==> config.mk <==
export PLATFORM = sky130hd
export DESIGN_NAME = rr_mux4x1
export DESIGN_NICKNAME = d
export VERILOG_FILES = /design/src/rtl/rr_mux4x1.sv
export SDC_FILE = /design/constraint.sdc
export NUM_CORES = 1
export LEC_CHECK = 0
export ABC_AREA = 1
export CORE_MARGIN = 8
export CORE_UTILIZATION = 65
export DETAILED_ROUTE_END_ITERATION = 12
export DONT_BUFFER_PORTS = 1
export PLACE_DENSITY = 0.93
export SYNTH_ARGS = -nofsm -noshare
export SYNTH_HDL_FRONTEND = slang
export SYNTH_SLANG_ARGS = --single-unit
==> constraint.sdc <==
create_clock -name clk -period 4.6 [get_ports clk]
set_input_delay 1.38 -clock clk [delete_from_list [all_inputs] [get_ports clk]]
set_output_delay 1.38 -clock clk [all_outputs]
set_load 0.03 [all_outputs]
==> src/rtl/rr_mux4x1.sv <==
// Four-to-one valid/ready stream mux with round-robin arbitration and packet locking.
// Output beat, last flag and source index are registered; readies are combinational.
module rr_mux4x1 #(
    parameter int unsigned WIDTH = 8
) (
    input  logic             clk,
    input  logic             rst,
    input  logic [WIDTH-1:0] d0,
    input  logic [WIDTH-1:0] d1,
    input  logic [WIDTH-1:0] d2,
    input  logic [WIDTH-1:0] d3,
    input  logic             v0,
    input  logic             v1,
    input  logic             v2,
    input  logic             v3,
    input  logic             l0,
    input  logic             l1,
    input  logic             l2,
    input  logic             l3,
    output logic             r0,
    output logic             r1,
    output logic             r2,
    output logic             r3,
    output logic [WIDTH-1:0] y,
    output logic             yv,
    output logic             yl,
    output logic [1:0]       ys,
    input  logic             yr
);

    localparam logic [0:0] StIdle   = 1'b0;
    localparam logic [0:0] StLocked = 1'b1;

    logic [WIDTH-1:0] d_arr [4];
    logic [3:0]       v_vec;
    logic [3:0]       l_vec;
    logic [3:0]       r_vec;

    logic [0:0]       state_q, state_d;
    logic [1:0]       ch_q, ch_d;
    logic [1:0]       ptr_q, ptr_d;
    logic [WIDTH-1:0] y_q, y_d;
    logic             yv_q, yv_d;
    logic             yl_q, yl_d;
    logic [1:0]       ys_q, ys_d;

    logic             out_free;
    logic             any_v;
    logic [1:0]       grant;
    logic [1:0]       sel;
    logic [1:0]       idx;
    logic             in_xfer;

    assign d_arr[0] = d0;
    assign d_arr[1] = d1;
    assign d_arr[2] = d2;
    assign d_arr[3] = d3;
    assign v_vec    = {v3, v2, v1, v0};
    assign l_vec    = {l3, l2, l1, l0};
    assign {r3, r2, r1, r0} = r_vec;

    assign out_free = ~yv_q | yr;

    // Scan from the farthest candidate back to ptr so the nearest valid one wins.
    always_comb begin
        any_v = 1'b0;
        grant = ptr_q;
        idx   = '0;
        for (int k = 3; k >= 0; k--) begin
            idx = ptr_q + 2'(k);
            if (v_vec[idx]) begin
                any_v = 1'b1;
                grant = idx;
            end
        end
    end

    always_comb begin
        sel   = (state_q == StLocked) ? ch_q : grant;
        r_vec = '0;
        if (!rst && ((state_q == StLocked) || any_v)) begin
            r_vec[sel] = out_free;
        end
        in_xfer = v_vec[sel] & r_vec[sel];
    end

    always_comb begin
        state_d = state_q;
        ch_d    = ch_q;
        ptr_d   = ptr_q;
        y_d     = y_q;
        yv_d    = yv_q;
        yl_d    = yl_q;
        ys_d    = ys_q;
        if (in_xfer) begin
            y_d  = d_arr[sel];
            yl_d = l_vec[sel];
            ys_d = sel;
            yv_d = 1'b1;
            if (l_vec[sel]) begin
                state_d = StIdle;
                ptr_d   = sel + 2'd1;
            end else begin
                state_d = StLocked;
                ch_d    = sel;
            end
        end else if (yv_q && yr) begin
            yv_d = 1'b0;
        end
    end

    always_ff @(posedge clk) begin
        if (rst) begin
            state_q <= StIdle;
            ch_q    <= '0;
            ptr_q   <= '0;
            y_q     <= '0;
            yv_q    <= 1'b0;
            yl_q    <= 1'b0;
            ys_q    <= '0;
        end else begin
            state_q <= state_d;
            ch_q    <= ch_d;
            ptr_q   <= ptr_d;
            y_q     <= y_d;
            yv_q    <= yv_d;
            yl_q    <= yl_d;
            ys_q    <= ys_d;
        end
    end

    assign y  = y_q;
    assign yv = yv_q;
    assign yl = yl_q;
    assign ys = ys_q;

endmodule
==> reports/qor.csv <==
metric,value,unit
outcome,"finished, final reports clean",
grt_start_max_net_pins,19,
start_util,66.80,%
mostFrequentLayoutCell,nand2_1,
min_delay_worst_endpoint,ch_q[1],
maxCapViolCount,0,
gp_congestion,0.9042,
layout_common_cells,"74 x nand2_1, 36 x nor2_1, 17 x dfxtp_1",
vias_per_cell,5.714,
synth-main-ff-cell,dfxtp_1,
synthesis.nets,259,
wl,3540,um
slew_headroom,71.90,%
ios,59,
finClkSkew,0.003181,ns
layout-drive-gt1-share,12.39,%
rr_startpoint,ptr_q[0],
tns,0,ns
post_dp_cell_area,1310,um^2
clk_pin_slew,0.10,ns
cts_sinks,17,
final_antenna_net_count,0,
irDropWorstVdd,0.6567,mV
hold_start,ch_q[1],
hold_buffers,0,
cp.arrival,2.74,ns
r2r_cells,14,
crit_path_max_fanout,18,
dr_total_vias,1400,
track_usage,19.62,%
drt_iter0_drc,63,
slowest_delay,0.21,ns
reg2reg_setup_slack,1.99,ns
synth.avg_cell_area,5.943,um^2
netlist-cell-type-count,29,
post-route-period-util,89.66,%
hold_depth,3,
syn_area,1284,um^2
drc,0,
ys_seq_area_share,26.51,%
diodes,0,
crit_required,3.22,ns
die_w,60.44,um
start_kind,input port,
clock-root-buffer,clkbuf_4,
grt_pass1_vias,1444,
min_path_type,reg2reg,
num-fill-cells,186,
ys_async_sr_fraction,0,%
tritoncts,yes,
synth_edf_count,0,
cts_made_buffers,3,
die_y,60.44,um
clkLatencyLatePin,0.29,ns
ys_warn_count,0,
area_growth,4.191,%
tightest_slew,0.4209,ns
max_freq,242.5,MHz
dpl.hpwl,2806,um
grt_setup_unrepaired,false,
overflow,0,
dp.cells,241,
criticalPathCategory,in2out,
postSynthCellCount,216,
antenna_found_initial,0,
cpMostUsedCell,nand2_1,
endpoint_kind,output port,
die-area,3653,um^2
io_buffers,0,
final-hold-violation-count,0,
dr.pass1.iters,4,
maxSlewViolCount,0,
final_area,1338,um^2
setup_viol,0,
rows,16,
ff_latch_area,340.3,um^2
multi_input_area,842.1,um^2
reg2reg_to,ptr_q[0],
power_per_cell_area,964.9,nW/um^2
fin_crit,4.124,ns
slowest_stage,nand2_4,
fin_nets,262,
stdcell_count,245,
ys_ff_latch,17,
cts_resized,0,
cts_post_setup_buffers_inserted,0,
cts_max_level,1,
cts.path.max_buffers,2,
p_leak,0.5975,nW
grt_pass1_wl,5713,um
post_drt_wl_per_cell,14.45,um
core,1922,um^2
crit_path_cell_trace,inv_1 > nand2_1 > nand3_1 > nand2_1 > nor2_2 > nand2_1 > nand2_1 > nand3_2 > nand2_4 > nand2_1 > nor2_1 > buf_4,
-- area by class of cell --
cell class | instances | share of cell area (%)
Clock inverter | 1 | 0.3742
Timing Repair Buffer | 5 | 2.806
Tap cell | 27 | 2.526
Multi-Input combinational cell | 177 | 62.96
Sequential cell | 17 | 25.44
Inverter | 15 | 4.210
Clock buffer | 3 | 1.684
-- how the worst max path moves through the flow --
stage	startpoint	endpoint
finish	v1	r1
detailed placement	v1	r1
global route	v1	r1
CTS	v1	r1
global placement	v3	r1
floorplan	v1	r0
-- metrics by stage --
stage | hold slack, ns | setup WS [ns] | power (W) | utilization, %
CTS | 0.5946 | 0.4890 | 0.001284 | 69.60
floorplan | 0.5326 | 0.2452 | 0.001050 | -
global placement | 0.5563 | 0.5581 | 0.001165 | 68.16
global route | 0.6245 | 0.3086 | 0.001409 | 69.60
finish | 0.5959 | 0.4755 | 0.001291 | 69.60
detailed placement | 0.5777 | 0.4977 | 0.001202 | 68.16
-- power breakdown --
part           internal [W]  switching (W)
Sequential         0.000210       0.000142
Combinational      0.000283       0.000577
Clock             0.0000324      0.0000464
Total              0.000525       0.000765
-- flip-flops by register name, summed over array words and instances, names as in the netlist --
| register | count |
|---|---|
| ch_q | 2 |
| ptr_q | 2 |
| state_q | 1 |
| y | 8 |
| yl | 1 |
| ys | 2 |
| yv | 1 |
-- kinds of logic (layout without fill, tap and decap cells) --
family / Yosys count / after routing / synth area share, %
AND/OR/NAND/NOR: 139 / 139 / 47.47
flip-flops: 17 / 17 / 26.51
AO/OA/AOI/OAI: 38 / 38 / 18.13
buffers and inverters: 22 / 24 / 7.893
-- cells in the mapped netlist, types with 2 or more instances --
master	number	area share, %
a21oi_1	3	1.2
buf_2	2	0.78
buf_4	2	1.2
dfxtp_1	17	27
inv_1	12	3.5
inv_2	3	0.88
nand2_1	74	22
nand2_2	5	2.4
nand3_1	9	3.5
nand3_2	2	1.6
nor2_1	36	11
nor2_2	2	0.97
nor3_1	5	1.9
o211ai_1	8	4.7
o21ai_0	12	4.7
o21ai_1	9	3.5
o21bai_1	3	1.8
-- layer usage --
metal,GRT usage [%],share of wire (%)
met1,19.61,38
met2,37.04,53
met3,6.568,9.1
met4,6.312,0.56
met5,0,0
-- worst max-delay path, delay by kind of cell --
kind	cells	cell delay, ns
AND/OR/NAND/NOR	10	1.12
buffers and inverters	2	0.25
Power figures use the tool's default switching activity.
